`config.mk`:
```
export PLATFORM = sky130hd
export DESIGN_NAME = pc_gen
export DESIGN_NICKNAME = d
export VERILOG_FILES = /design/src/rtl/pc_gen.sv
export SDC_FILE = /design/constraint.sdc
export NUM_CORES = 1
export LEC_CHECK = 0
export ABC_AREA = 1
export BUFFER_PORTS_ARGS = -buffer_cell sky130_fd_sc_hd__buf_2
export CAP_MARGIN = 30
export CORE_ASPECT_RATIO = 0.8
export CORE_MARGIN = 5
export CORE_UTILIZATION = 59
export DETAILED_ROUTE_END_ITERATION = 10
export PLACE_DENSITY = 0.81
export SETUP_SLACK_MARGIN = 0.3
export SLEW_MARGIN = 10
export SYNTH_ARGS = -nofsm -noshare
export SYNTH_HDL_FRONTEND = slang
export SYNTH_SLANG_ARGS = --single-unit
```
`constraint.sdc`:
```
create_clock -name clk -period 3.7 [get_ports clk]
set_input_delay 0.37 -clock clk [delete_from_list [all_inputs] [get_ports clk]]
set_output_delay 0.37 -clock clk [all_outputs]
set_load 0.005 [all_outputs]
```
`src/rtl/pc_gen.sv`:
```
// ----------------------------------------------------------------------------
// pc_gen -- fetch program-counter generator with a small return-address stack.
//
// Each unstalled cycle the fetch address advances to the highest-priority
// candidate: trap_vec > jalr target > jal/br target > addr+4. A redirect whose
// target is not word aligned is dropped: addr holds and misalign pulses.
// The RAS records addr+4 on calls and pops on returns; when full, a push
// overwrites the oldest entry.
//
// Ports
//   clk        clock, all state changes on the rising edge
//   rst        synchronous active-high reset, beats every other input
//   stall      hold addr, misalign and the RAS (trap_en still redirects)
//   br_en      taken branch,   target = addr + jmp_to
//   jal_en     direct jump,    target = addr + jmp_to
//   jalr_en    register jump,  target = jmp_to with bit 0 cleared
//   trap_en    trap redirect,  target = trap_vec
//   jmp_to     branch/jal offset or jalr absolute target
//   trap_vec   trap handler address
//   call_hint  push addr+4 onto the RAS
//   ret_hint   pop the RAS
//   addr       registered fetch address
//   addr_vld   addr is a real fetch address (0 only while in reset)
//   misalign   previous cycle's selected redirect target was misaligned
//   ras_top    top RAS entry, 0 when empty
//   ras_empty  RAS holds no entries
//   ras_full   RAS holds RAS_DEPTH entries
// ----------------------------------------------------------------------------
module pc_gen #(
   parameter int unsigned      XLEN      = 32,
   parameter logic [XLEN-1:0]  RESET_VEC = '0,
   parameter int unsigned      RAS_DEPTH = 4   // power of 2, >= 2
) (
   input  logic            clk,
   input  logic            rst,
   input  logic            stall,
   input  logic            br_en,
   input  logic            jal_en,
   input  logic            jalr_en,
   input  logic            trap_en,
   input  logic [XLEN-1:0] jmp_to,
   input  logic [XLEN-1:0] trap_vec,
   input  logic            call_hint,
   input  logic            ret_hint,
   output logic [XLEN-1:0] addr,
   output logic            addr_vld,
   output logic            misalign,
   output logic [XLEN-1:0] ras_top,
   output logic            ras_empty,
   output logic            ras_full
);

   localparam int unsigned   PW      = $clog2(RAS_DEPTH);
   localparam int unsigned   CW      = PW + 1;
   localparam logic [CW-1:0] CNT_MAX = CW'(RAS_DEPTH);

   // Next-address decision: redir marks a target that must be alignment checked.
   typedef struct packed {
      logic            redir;
      logic [XLEN-1:0] tgt;
   } nxt_t;

   nxt_t            nxt;
   logic [XLEN-1:0] seq_addr;
   logic            advance;
   logic            tgt_mis;

   // ------------------------------------------------------------------------
   // Next fetch address
   // ------------------------------------------------------------------------
   assign seq_addr = addr + XLEN'(4);

   always_comb begin
      nxt.redir = 1'b0;
      nxt.tgt   = seq_addr;
      if (trap_en) begin
         nxt.redir = 1'b1;
         nxt.tgt   = trap_vec;
      end else if (jalr_en) begin
         nxt.redir = 1'b1;
         nxt.tgt   = {jmp_to[XLEN-1:1], 1'b0};
      end else if (jal_en | br_en) begin
         nxt.redir = 1'b1;
         nxt.tgt   = addr + jmp_to;
      end
   end

   // A trap still lands while stalled; everything else waits for the stall.
   assign advance = trap_en | ~stall;
   assign tgt_mis = nxt.redir & (nxt.tgt[1:0] != 2'b00);

   always_ff @(posedge clk) begin
      if (rst) begin
         addr     <= RESET_VEC;
         addr_vld <= 1'b0;
         misalign <= 1'b0;
      end else begin
         addr_vld <= 1'b1;
         if (advance) begin
            if (tgt_mis) begin
               misalign <= 1'b1;
            end else begin
               addr     <= nxt.tgt;
               misalign <= 1'b0;
            end
         end
      end
   end

   // ------------------------------------------------------------------------
   // Return-address stack: circular buffer, ras_ptr indexes the top entry.
   // Overflow just advances the pointer, so the oldest entry is overwritten.
   // ------------------------------------------------------------------------
   logic [XLEN-1:0] ras_mem [RAS_DEPTH];
   logic [PW-1:0]   ras_ptr;
   logic [CW-1:0]   ras_cnt;
   logic [PW-1:0]   ptr_inc;
   logic            ras_op_en;
   logic            do_push;
   logic            do_repl;
   logic            do_pop;

   assign ras_op_en = ~stall & ~trap_en;
   assign ras_empty = (ras_cnt == '0);
   assign ras_full  = (ras_cnt == CNT_MAX);
   assign ptr_inc   = ras_ptr + PW'(1);

   // call+ret is a tail call: replace top, unless empty where it is a push.
   assign do_push = ras_op_en & call_hint & (~ret_hint | ras_empty);
   assign do_repl = ras_op_en & call_hint & ret_hint & ~ras_empty;
   assign do_pop  = ras_op_en & ret_hint & ~call_hint & ~ras_empty;

   always_ff @(posedge clk) begin
      if (rst) begin
         ras_ptr <= '0;
         ras_cnt <= '0;
      end else if (do_push) begin
         ras_ptr <= ptr_inc;
         if (!ras_full)
            ras_cnt <= ras_cnt + CW'(1);
      end else if (do_pop) begin
         ras_ptr <= ras_ptr - PW'(1);
         ras_cnt <= ras_cnt - CW'(1);
      end
   end

   // Entries are only ever read while counted, so they need no reset.
   always_ff @(posedge clk) begin
      if (!rst) begin
         if (do_push)
            ras_mem[ptr_inc] <= seq_addr;
         else if (do_repl)
            ras_mem[ras_ptr] <= seq_addr;
      end
   end

   assign ras_top = ras_empty ? '0 : ras_mem[ras_ptr];

endmodule

```
Word-level counts from Yosys, hierarchy flattened
Memory sizes are Yosys's and may differ from the RTL's. A register that Yosys moved wholly into a read port is not among the register bits. Index checks and enable logic that the tools add are counted.

Eq/ne operators: 2. Add/subtract/negate cells: 6. Bitwise logic cells: 18. Mux-type cells: 23. Reductions and logical operators: 6.

Operators by type and width (count): $mux 33 (3); $mux 32 (2); $add 32x3->32 const B (1); $add 32x32->32 (1); $reduce_or 32->1 (1); $mux 1 (10); $mux 2 (5); $and 1x1->1 (9); $mux 3 (3); $not 1->1 (6); $reduce_and 2->1 (2); $reduce_bool 2->1 (2); $add 3x1->3 const B (1); $eq 3x3->1 const B (1); $logic_not 3->1 (1); $or 1x1->1 (3); $sub 3x1->3 const B (1); $add 2x1->2 const B (1); $ne 2x2->1 const B (1); $sub 2x1->2 const B (1).

Memories kept: 1. Flip-flop bits (word level): 39. Input bits: 73. Bits in writable memories: 128. Logic and storage cells: 61. Output and inout port bits: 68.

Memory list: ras_mem (words 4, bits a word 32, read ports 1, clocked after Yosys merged registers in 1, write ports 1, RTL line 114) `logic [XLEN-1:0] ras_mem [RAS_DEPTH];`.

Logic depth before layout (Yosys ltp)
Word-level depth: 11. Gate-level depth with buffers: 18. Gate-level depth less buffers: 18.

Least setup slack after synthesis
Ideal clock, no wire load.

Kind: input to register. Start point: in trap_en. End point: mem ras_mem[2][0] (enable). Arrival: 2751 ps. Path buffers: 1. Setup slack: 528 ps. Cell stages on the path: 9. Required time: 3279 ps. Path through: buf_4 > nor2_1 > inv_1 > nor2_1 > inv_1 > nor3_1 > xor2_1 > inv_1 > nor2_1.

Longest elaborated chain between the ends: 11. Elaborated cells between the ends (all ways): 16. Those cells by class: mux: 9; bitwise: 6; reduce/logical: 1.

Ends and longest elaborated chain: from (decl) (RTL line 40) `input logic trap_en,`; $not 1->1 * (RTL line 123) `assign ras_op_en = ~stall & ~trap_en;`; $and 1x1->1 * (RTL line 123); $and 1x1->1 * (RTL line 129, 130); $and 1x1->1 (2 in a row) (RTL line 130) `assign do_repl = ras_op_en & call_hint & ret_hint & ~ras_empty;`; $mux 1 (RTL line 152) `else if (do_repl)`; $mux 1 (RTL line 150) `if (do_push)`; $mux 1 (RTL line 149) `if (!rst) begin`; $mux 1 (not written as such) (RTL line 153) `ras_mem[ras_ptr] <= seq_addr;`; $reduce_or 32->1 (no source line); $mux 2 (no source line) / $mux 1 (equally long branches); to (decl) (RTL line 114).

Every way passes the cells marked *; elsewhere a longest branch is shown, timed or not.

Worst setup path in the final report
Start point: reg addr[0]. End point: reg addr[21].

Longest elaborated chain between the ends: 8. Elaborated cells between the ends (all ways): 9. Those cells by class: add/sub: 2; mux: 3; bitwise: 2; reduce/logical: 2.

Ends and longest elaborated chain: from (decl) (RTL line 45) `output logic [XLEN-1:0] addr,`; from (signal assigned) (RTL line 103) `addr <= nxt.tgt;`; $add 32x3->32 / $add 32x32->32 (equally long branches) (RTL line 71, 84); $mux 33 * (RTL line 82) `end else if (jal_en | br_en) begin`; $mux 33 * (RTL line 79) `end else if (jalr_en) begin`; $mux 33 * (RTL line 76) `if (trap_en) begin`; $reduce_bool 2->1 (RTL line 90) `assign tgt_mis = nxt.redir & (nxt.tgt[1:0] != 2'b00);`; $and 1x1->1 (RTL line 90); $not 1->1 (no source line); $reduce_and 2->1 (no source line).

Marked as above. A chain may end at the register's enable or synchronous reset.

==> out/qor.csv <==
metric;value;unit
PnR worst setup slack;0.964;ns
Final Max Slew Viols;0;
maximum number of pins on one net before global-route repair;65;
post-layout utilization of the core;68.0;%
kind of critical path;flip-flop to flip-flop;
Total Routed Length;30600;um
highest attainable clock frequency;365;MHz
RSZ-0062 raised after global routing;false;
final worst clock skew;0.0157;ns
postcts setup bufs;0;
placeable core area;18200;um2
# nets final;1740;
DRT Pass-1 Iters;6;
Critical Path End Type;flip-flop;
Final GP Congestion;1.01;
synthesized area;11000;um2
DR iter-0 viols;1039;
Via Count;10393;
Antenna Violating Nets Remaining;0;
synthesized area divided by synthesized cell count;7.23;um2
critical-path maximum fanout;40;
Req. time, crit path;4.02;ns
net count after synthesis;1621;
total of endpoints with negative setup slack in the final report;0;
setup slack at placement;1.02;ns
peak per-stage delay on the critical path;0.53;ns
CTS HTree Levels;4;
worst hold-check path type;input port to flip-flop;
P_leak;5.89;nW
# Max-Cap Violations;0;
clk sink count;169;
clock transition at the registers of the reported paths;0.07;ns
slowest cell on the critical path;dfxtp_1;
synthesized instance count;1514;
first-pass GRT wire length;48400;um
Vert. Die Dim;132;um
number of buffers inserted during clock tree synthesis;17;
Area growth, synth to finish;13.1;%
source-to-sink clock delay at the later pin of the worst-skew pair;0.43;ns
number of rows in the core area;44;
TritonCTS clock tree;yes;
main flop type after synthesis;edfxtp_1;
number of antenna violations at the first check in global routing;0;
post-detailed-route wirelength per cell;16.1;um
average vias per placed instance;5.47;
Yosys reg bits;169;
commonest non-fill, non-tap cell in the layout;nand2_1;
floorplan die width;162;um
post-cts resize count;0;
setup_tns;0;ns
type of element launching the critical path;flip-flop;
most frequent cells in the layout;424 x nand2_1, 240 x nor2_1, 178 x inv_1, 140 x buf_2, 128 x edfxtp_1;
total of hold buffers inserted after clock tree synthesis;0;
number of enable flip-flop cells after synthesis;128;
remaining global-route overflow;0;
Hold Violations, Final;0;
shortest clock period the worst path allows after layout;2.74;ns
GRT Util Overall;28.3;%
Bufs on Longest Clock Path;2;
crit path DAT;3.05;ns
worst ir drop on vdd;0.000359;V
share of layout cells above drive strength 1;14.5;%
Die Area;21400;um2
top-level I/O count;141;
Unique masters post-synth;44;
DRC violation count after routing;0;
Detailed Place HPWL;23000;um
slew at the pin closest to its max-slew limit;0.733;ns
vias in the first global route;9514;
count of synthesis-stage warnings from yosys;0;
Total Power;0.00530;W
initial core utilization;60.1;%
fraction of registers with async set or reset after synthesis;0;%
# port buffers;140;
outcome;complete, no violations;
worst-path cell chain;ha_1 -> inv_1 -> fa_1 -> o21ai_1 -> o221ai_2 -> nand2_1 -> nand2_1 -> nand2_2 -> buf_4 -> nor2_1 -> nand2_1 -> o21ai_0;
Power Dens Cells;428;nW/um2
share of the clock period used by the worst path after layout;73.9;%
cell repeated most along the worst path;nand2_1;
sequential area share after synthesis;42.6;%
CTS root buffer;clkbuf_16;
number of inserted diodes;0;
slew margin rel.;50.8;%
## final cells by class
type,instances,area (um2)
clock inverters,12,141
flip-flops and latches,169,4670
repair buffers,155,821
inverters,184,691
well taps,253,317
clock buffers,20,447
fillers,1571,5830
multi-input cells,1106,5310
## cells in the mapped netlist, types with 4 or more instances
| master | instances | area, um2 |
|---|---|---|
| buf_4 | 7 | 52.6 |
| o21ai_0 | 102 | 510 |
| xnor2_1 | 8 | 70.1 |
| nand4_1 | 8 | 50.1 |
| dfxtp_1 | 41 | 821 |
| nor3_1 | 10 | 50.1 |
| xor2_1 | 22 | 193 |
| or2_2 | 19 | 119 |
| nand2_2 | 6 | 37.5 |
| inv_1 | 178 | 668 |
| clkbuf_1 | 29 | 109 |
| buf_2 | 7 | 35.0 |
| edfxtp_1 | 128 | 3840 |
| buf_6 | 4 | 45.0 |
| a21oi_1 | 98 | 490 |
| buf_1 | 5 | 18.8 |
| nand2_1 | 425 | 1600 |
| nand3_1 | 81 | 405 |
| o211ai_1 | 5 | 37.5 |
| nor2_1 | 244 | 916 |
| clkinv_1 | 4 | 15.0 |
| nor3_2 | 5 | 50.1 |
| ha_1 | 32 | 400 |
| nor2_2 | 7 | 43.8 |
| o21bai_1 | 5 | 37.5 |
| nand3b_1 | 7 | 52.6 |
## final timing paths
check | start | endpoint | slack, ns | depth (start not counted)
max | addr[0] | addr[21] | 0.96 | 12
min reg2reg | misalign | misalign | 0.49 | 2
max reg2reg | addr[0] | addr[21] | 0.96 | 12
min | rst | addr[4] | 0.20 | 2
## per-stage QoR
| stage | std cells | area [um2] | hold WS (ns) |
|---|---|---|---|
| after floorplan | 1514 | 11000 | 0.439 |
| after global placement | 1866 | 11800 | 0.473 |
| after detailed placement | 1867 | 11800 | 0.482 |
| after CTS | 1899 | 12400 | 0.181 |
| after global routing | 1899 | 12400 | 0.199 |
| final | 1899 | 12400 | 0.197 |
## power by group
part	switching (W)	internal, W
Sequential	0.000112	0.00213
Clock	0.000731	0.00102
Combinational	0.000851	0.000452
## worst max-delay path: cells and delay by family, from the launching register on
family	cells	cell delay, ns
fa+ha+maj	2	0.67
flops	1	0.53
compound gates	3	0.37
buf+inv	2	0.49
simple gates	5	0.54
## state kept, by name (all words and copies together), names as in the netlist, named ones only
register and cells:
addr 32, addr_vld 1, ras_cnt 3, ras_ptr 2
misalign 1, ras_mem 128
## logic make-up after synthesis
| logic type | count (synthesis) | synth area share [%] |
|---|---|---|
| simple gates | 824 | 31.5 |
| buf+inv | 239 | 9.07 |
| compound gates | 217 | 10.3 |
| flops | 169 | 42.6 |
| fa+ha+maj | 34 | 4.02 |
| xor+xnor | 30 | 2.40 |
| mux | 1 | 0.0914 |
## per-layer routing
metal / vias up / routed length (um) / GRT usage (%)
met2: 553 / 13400 / 42.9
met5: - / 0 / 0
met4: 0 / 810 / 9.86
met1: 4667 / 13100 / 41.4
li1: 5107 / - / -
met3: 66 / 3260 / 4.60
Power figures use the tool's default switching activity.
